===== src/rtl/uart_conv_encode_bridge.sv =====
// Collects NUM_BYTES UART bytes, rate-1/2 convolutionally encodes them with run-time
// constraint length and generators (optional zero tail), then streams the code bytes out.
module uart_conv_encode_bridge #(
   parameter int NUM_BYTES = 4,
   parameter int K_MAX     = 7,
   parameter int TAIL_EN   = 1
) (
   input  logic             clk,
   input  logic             rst,
   input  logic             rx_valid,
   input  logic [7:0]       rx_data,
   input  logic [3:0]       k_sel,
   input  logic [K_MAX-1:0] g0,
   input  logic [K_MAX-1:0] g1,
   input  logic             abort,
   input  logic             tx_busy,
   output logic             tx_start,
   output logic [7:0]       tx_data,
   output logic             busy,
   output logic             done,
   output logic             rx_overrun,
   output logic [7:0]       tx_count
);
   localparam int PAY_W     = 8 * NUM_BYTES;
   localparam int OUT_BYTES = (16 * NUM_BYTES + 2 * (K_MAX - 1) + 7) / 8;
   localparam int OUT_W     = 8 * OUT_BYTES;
   localparam int LEN_MAX   = PAY_W + K_MAX - 1;
   localparam int CW        = $clog2(LEN_MAX + 4);
   localparam int SW        = $clog2(NUM_BYTES + 1);
   localparam int BW        = $clog2(OUT_BYTES + 1);

   localparam logic [SW-1:0] LAST_SLOT = SW'(NUM_BYTES - 1);
   localparam logic [CW-1:0] PAY_BITS  = CW'(PAY_W);
   localparam logic [3:0]    K_MAX_C   = 4'(K_MAX);

   typedef enum logic [1:0] {COLLECT, ENCODE, ISSUE, GUARD} state_t;

   state_t             state_q, state_d;
   logic [PAY_W-1:0]   payBuf_q, payBuf_d;
   logic [SW-1:0]      slot_q, slot_d;
   logic [K_MAX-2:0]   sr_q, sr_d;
   logic [K_MAX-1:0]   mask_q, mask_d;
   logic [CW-1:0]      bitCnt_q, bitCnt_d;
   logic [CW-1:0]      len_q, len_d;
   logic [BW-1:0]      nBytes_q, nBytes_d;
   logic [BW-1:0]      byteIdx_q, byteIdx_d;
   logic [OUT_W-1:0]   outBuf_q, outBuf_d;
   logic [7:0]         txData_q, txData_d;
   logic [7:0]         txCount_q, txCount_d;
   logic               done_q, done_d;
   logic               overrun_q, overrun_d;

   logic [3:0]         kEff;
   logic [CW-1:0]      lenNew;
   logic               inBit;
   logic [K_MAX-1:0]   w;
   logic               c0, c1;
   logic [7:0]         curByte;

   always_ff @(posedge clk) begin
      if (rst || abort) begin
         state_q   <= COLLECT;
         payBuf_q  <= '0;
         slot_q    <= '0;
         sr_q      <= '0;
         mask_q    <= '0;
         bitCnt_q  <= '0;
         len_q     <= '0;
         nBytes_q  <= '0;
         byteIdx_q <= '0;
         outBuf_q  <= '0;
         txData_q  <= '0;
         txCount_q <= '0;
         done_q    <= 1'b0;
         overrun_q <= 1'b0;
      end else begin
         state_q   <= state_d;
         payBuf_q  <= payBuf_d;
         slot_q    <= slot_d;
         sr_q      <= sr_d;
         mask_q    <= mask_d;
         bitCnt_q  <= bitCnt_d;
         len_q     <= len_d;
         nBytes_q  <= nBytes_d;
         byteIdx_q <= byteIdx_d;
         outBuf_q  <= outBuf_d;
         txData_q  <= txData_d;
         txCount_q <= txCount_d;
         done_q    <= done_d;
         overrun_q <= overrun_d;
      end
   end

   // Bits past the payload fall off the shift and read as 0, which supplies the tail.
   always_comb begin
      kEff = k_sel;
      if (k_sel < 4'd3) begin
         kEff = 4'd3;
      end else if (k_sel > K_MAX_C) begin
         kEff = K_MAX_C;
      end
      lenNew  = PAY_BITS + ((TAIL_EN != 0) ? (CW'(kEff) - CW'(1)) : CW'(0));
      inBit   = |(payBuf_q & (PAY_W'(1) << bitCnt_q));
      w       = {sr_q, inBit};
      c0      = ^(w & g0 & mask_q);
      c1      = ^(w & g1 & mask_q);
      curByte = 8'(outBuf_q >> {byteIdx_q, 3'b000});
   end

   always_comb begin
      state_d   = state_q;
      payBuf_d  = payBuf_q;
      slot_d    = slot_q;
      sr_d      = sr_q;
      mask_d    = mask_q;
      bitCnt_d  = bitCnt_q;
      len_d     = len_q;
      nBytes_d  = nBytes_q;
      byteIdx_d = byteIdx_q;
      outBuf_d  = outBuf_q;
      txData_d  = txData_q;
      txCount_d = txCount_q;
      done_d    = 1'b0;
      overrun_d = overrun_q;
      tx_start  = 1'b0;

      if (rx_valid && (state_q != COLLECT)) begin
         overrun_d = 1'b1;
      end

      case (state_q)
         COLLECT: begin
            if (rx_valid) begin
               payBuf_d  = payBuf_q | (PAY_W'(rx_data) << {slot_q, 3'b000});
               slot_d    = slot_q + SW'(1);
               txCount_d = '0;
               if (slot_q == LAST_SLOT) begin
                  state_d  = ENCODE;
                  slot_d   = '0;
                  mask_d   = ~({K_MAX{1'b1}} << kEff);
                  len_d    = lenNew;
                  nBytes_d = BW'((lenNew + CW'(3)) >> 2);
                  sr_d     = '0;
                  bitCnt_d = '0;
                  outBuf_d = '0;
               end
            end
         end
         ENCODE: begin
            outBuf_d = outBuf_q | (OUT_W'({c1, c0}) << {bitCnt_q, 1'b0});
            sr_d     = w[K_MAX-2:0];
            bitCnt_d = bitCnt_q + CW'(1);
            if (bitCnt_q == len_q - CW'(1)) begin
               state_d   = ISSUE;
               byteIdx_d = '0;
            end
         end
         ISSUE: begin
            if (!tx_busy) begin
               tx_start  = 1'b1;
               txData_d  = curByte;
               txCount_d = 8'(byteIdx_q) + 8'd1;
               state_d   = GUARD;
            end
         end
         GUARD: begin
            if (byteIdx_q == nBytes_q - BW'(1)) begin
               state_d  = COLLECT;
               done_d   = 1'b1;
               payBuf_d = '0;
            end else begin
               byteIdx_d = byteIdx_q + BW'(1);
               state_d   = ISSUE;
            end
         end
         default: state_d = COLLECT;
      endcase
   end

   assign tx_data    = tx_start ? curByte : txData_q;
   assign busy       = (state_q != COLLECT);
   assign done       = done_q;
   assign rx_overrun = overrun_q;
   assign tx_count   = txCount_q;

endmodule

===== config.mk =====
export PLATFORM = sky130hd
export DESIGN_NAME = uart_conv_encode_bridge
export DESIGN_NICKNAME = d
export VERILOG_FILES = /design/src/rtl/uart_conv_encode_bridge.sv
export SDC_FILE = /design/constraint.sdc
export NUM_CORES = 1
export LEC_CHECK = 0
export BUFFER_PORTS_ARGS = -buffer_cell sky130_fd_sc_hd__buf_4
export CORE_MARGIN = 3
export CORE_UTILIZATION = 60
export DETAILED_ROUTE_END_ITERATION = 16
export GPL_TIMING_DRIVEN = 0
export HOLD_SLACK_MARGIN = 0.15
export PLACE_DENSITY = 0.84
export SLEW_MARGIN = 20
export SYNTH_ARGS = -nofsm -noshare
export SYNTH_HDL_FRONTEND = slang
export SYNTH_SLANG_ARGS = --single-unit
export TNS_END_PERCENT = 1

===== constraint.sdc =====
create_clock -name clk -period 3.1 [get_ports clk]
set_input_delay 0.62 -clock clk [delete_from_list [all_inputs] [get_ports clk]]
set_output_delay 0.62 -clock clk [all_outputs]
set_load 0.02 [all_outputs]

==> results <==
- The aggregate routed wire length is 18800 um.
- The final hold violation count is 0.
- The setup-violating endpoint count in the final report is 0.
- The share of synthesized cell area in full adder, half adder and majority cells is 3.01%.
- The buffers inserted during post-CTS setup optimization is 0.
- The mean instance size in the synthesized netlist is 8.90 sq um.
- The number of global-route vias before repair is 6196.
- Along the worst path, the maximum fanout reaches 10.
- Summing all non-filler instances in the final layout gives an area of 0.00867 sq mm.
- The detail-routed via count per cell is 5.84.
- For flop-to-flop paths, the worst setup slack is 0.13 ns.
- Once detail routing completed, the nets flagged for antenna violations numbered 0.
- The peak clock frequency supported by timing is 332 MHz.
- Global routing finished with a remaining overflow of 0.
- The clock skew is 0.00734 ns.
- The overall via count from detail_route is 6355.
- For the worst setup path, the data required time is 2.48 ns.
- The smallest hold slack is 0.447 ns.
- The register cell area after layout is 0.00330 sq mm.
- In the final layout, the multi-input gates occupy 0.00386 sq mm.
- The pre-antenna-repair detailed-routing pass consisted of 6 iterations.
- Sorting the synthesized cells by area gives the leading types as dfxtp_1 (44%), nand2_1 (7.5%), mux4_2 (5.1%).
- Setup repair after global routing left no endpoint under its margin.
- For this run, the total global-route usage over all layers was measured as 27.6%.
- The startpoint identified for the worst register-to-register timing path is bitCnt_q[0].
- The worst hold path passes through 3 cells.
- For the worst-skew pair, the clock arrives at the later sink with an insertion delay of 0.43 ns.
- The most heavily used metal layer in global routing is met2.
- The fraction of met3 tracks used by global routing is 6.30%.
- The number of antenna violations at the first check in global routing came to 0.
- CTS saw 165 sinks.
- The floorplan step defined a die boundary enclosing 0.0139 sq mm.
- The post-route netlist has 18.5% of its cells at a drive strength greater than 1.
- Summing the areas of all and, or, nand and nor instances in the mapped netlist gives 18.5% of the synthesized area.
- The slew at the pin closest to its max-slew limit is 1.04 ns.
- The CTS tree is yes.
- The maximum number of buffers from clock root to sink is 2.
- The post-placement cell area is 0.00806 sq mm.
- The synthesis-to-layout area growth is 15.7%.
- The final critical path takes up 97.2% of the cycle.
- The iteration-0 DRC count of the detailed router is 673.
- The number of H-tree levels is 4.
- Counting the fill cells in the layout gives 953.
- In the synthesized netlist, mux cells make up 8.37% of the area.
- Measured on the finished design, the core utilization comes to 71.6%.
- Buffers inserted to repair hold after CTS numbered 0.
- Global routing consumed, on the met2 layer, 46.5% of the routing resources.
- The standard cell core area is 0.0121 sq mm.
- The share of the yosys chip area belonging to registers is 44.1%.
- The end of the worst hold path is payBuf_q[11].
- The most used flip-flop cell after synthesis is dfxtp_1.
- The final layout net count is 958.
- The synthesized netlist devotes 3.59% of its cell area to XOR and XNOR gates.
- The synthesized flop and latch total is 165.
- The gate count of the mapped netlist is 842.
- After synthesis, the largest family of logic cells by area is simple AND/OR/NAND/NOR gates.
- The number of max-slew violations in the final report is 0.
- Once the floorplan was initialized, standard cells occupied 61.9% of the core.
- The run finished with clean final reports.
- The detailed-route wire length per cell is 17.3 um.
- The nature of the critical path endpoint is a primary output.
- In this run the most critical hold path is launched from rx_data[3].
- Yosys mapped a number of flops with a built-in enable equal to 0.
- The first global-routing pass estimated 30800 um of wire.
- Row generation in the floorplan step produced 40 rows.
- In this run the power density over the cells is 495 mW/mm^2.
- Pin placement for this block handled 51 I/O pins.
- The chip width is 118 um.
- VDD sags by at most 0.377 mV.
- Yosys printed 0 warnings.
- The worst endpoint data arrival time is 2.39 ns.
- The met1 track demand over resource in global routing is 34.9%.
- At the end of routability-driven placement, the weighted congestion stood at 0.868.
- After clock tree synthesis, the clock-pin slew on the worst setup and hold paths is 0.06 ns.
- The clock tree root buffer cell is clkbuf_16.
- The path type of the worst min-delay path is primary input to register.
- The capture instance of the worst register-to-register path is outBuf_q[24].
- Across the run, the number of max-cap violations was 0.
- The number of port buffers is 47.
- dfxtp_1 takes more of the synthesized area than any other cell.
- Summed over all cells, the static leakage comes to 3.12 nW.
- In this run, distinct cell masters in the synthesized netlist total 56.
- The worst max-slew margin expressed relative to the limit is 29.7%.
- The shortest period the worst path allows is 3.01 ns.
- The antenna diode instance count is 0.
- STA classifies the critical path startpoint as a register.
- The post-detailed-placement half-perimeter wirelength is 12900 um.
- The worst register-to-register path has a depth of 11.
- The number of clock buffers added by TritonCTS is 17.
- The post-route setup TNS is 0 ns.
- The post-synthesis async set-or-reset flop share is 0%.
- The compound-cell area share of the yosys netlist is 17.7%.
- The die height is 118 um.
- Entering global routing, the biggest net connects 17 pins.
- After synthesis, the largest area contributor takes up 44.1% of total cell area.
- The critical path launch point is byteIdx_q[1].
- The total DRC errors in the routed layout is 0.
- After synthesis the cells add up to 0.00749 sq mm.
- The critical path in this run is classified as register to primary output.
cell usage in the layout, fill, tap and decap left out, types with 3 or more instances in the layout:
cell type / count
a211oi_1: 11
buf_2: 3
nor3_1: 13
buf_6: 5
clkbuf_8: 6
ha_1: 18
nand2b_1: 4
buf_4: 54
nand4_1: 4
nor2_1: 87
mux4_2: 17
clkbuf_2: 4
o21ai_2: 40
nor2b_1: 3
nand2_1: 150
nand3_1: 23
o21a_1: 8
and2_1: 10
o221ai_1: 9
mux2i_1: 19
conb_1: 3
dfxtp_1: 165
a21oi_1: 57
xor2_1: 11
and3_1: 7
a31oi_1: 3
clkbuf_16: 17
xnor2_1: 16
clkbuf_1: 38
a22oi_1: 13
inv_1: 16
o21ai_0: 44
a22o_1: 3
state kept, by name, indices dropped and copies added, names as in the netlist, 5 cells and up:
| name | cells |
|---|---|
| outBuf_q | 80 |
| tx_count | 5 |
| mask_q | 7 |
| sr_q | 6 |
| txData_q | 8 |
| len_q | 6 |
| payBuf_q | 32 |
| bitCnt_q | 6 |
synthesized netlist by cell type, types with 16 or more instances:
cell type  instances
o21ai_0           44
nor2_1            87
ha_1              18
mux4_2            17
xnor2_1           16
dfxtp_1          165
inv_1             16
nand3_1           23
nand2_1          150
a21oi_1           57
mux2i_1           21
clkbuf_1          36
o21ai_2           40
where the power goes:
part / leakage, nW / internal (mW) / switching, mW / total [mW]
sequential: 1.33 / 2.13 / 0.00429 / 2.13
clock: 0.280 / 1.23 / 0.801 / 2.03
combinational: 1.51 / 0.0484 / 0.0839 / 0.132
area by class of cell:
| class | count | share of cell area, % |
|---|---|---|
| Sequential cell | 165 | 38.1 |
| Clock buffer | 28 | 6.08 |
| Tap cell | 168 | 2.43 |
| Clock inverter | 3 | 0.462 |
| Timing Repair Buffer | 47 | 4.07 |
| Inverter | 16 | 0.693 |
| Multi-Input combinational cell | 607 | 44.6 |
| Buffer | 55 | 3.58 |
what timing repair did:
| action | CTS | global route |
|---|---|---|
| endpoints found under the hold margin | 0 | 0 |
| cloned | 0 | 0 |
| endpoints found under the setup margin | 8 | 8 |
| resized for setup | 10 | 7 |
layer usage:
metal	up-vias	share of wire [%]
li1	3064	-
met1	3035	41
met2	219	50
met3	37	6.8
met4	0	1.6
met5	-	0
how the worst max path moves through the flow:
stage | endpoint | slack, ns | depth (start not counted)
global placement | tx_data[0] | -0.06 | 7
CTS | tx_data[0] | 0.006 | 7
detailed placement | tx_data[0] | -0.08 | 7
floorplan | tx_data[0] | 0.63 | 6
global route | outBuf_q[24] | 0.02 | 11
finish | tx_data[0] | 0.09 | 7
through the flow:
| step | power (mW) | instances | setup slack [ns] |
|---|---|---|---|
| final | 4.29 | 1089 | 0.0866 |
| after global routing | 4.41 | 1089 | 0.0174 |
| after CTS | 4.30 | 1090 | 0.00565 |
| after detailed placement | 2.31 | 1059 | -0.0814 |
| after global placement | 2.30 | 1059 | -0.0631 |
| after floorplan | 2.24 | 844 | 0.631 |
logic make-up after synthesis:
group | count (synthesis)
multiplexers | 41
XOR/XNOR | 29
other | 1
buffers and inverters | 72
AND/OR/NAND/NOR | 317
adder cells (fa/ha/maj) | 18
AO/OA/AOI/OAI | 199
flip-flops | 165
worst max-delay path, stage by stage, from the launching register on:
cell      delay [ns]
dfxtp_1         0.38
clkbuf_4        0.27
buf_4           0.24
mux4_2          0.36
mux2i_4         0.20
o221ai_1        0.18
o21a_1          0.16
buf_4           0.15
Power figures use the tool's default switching activity.
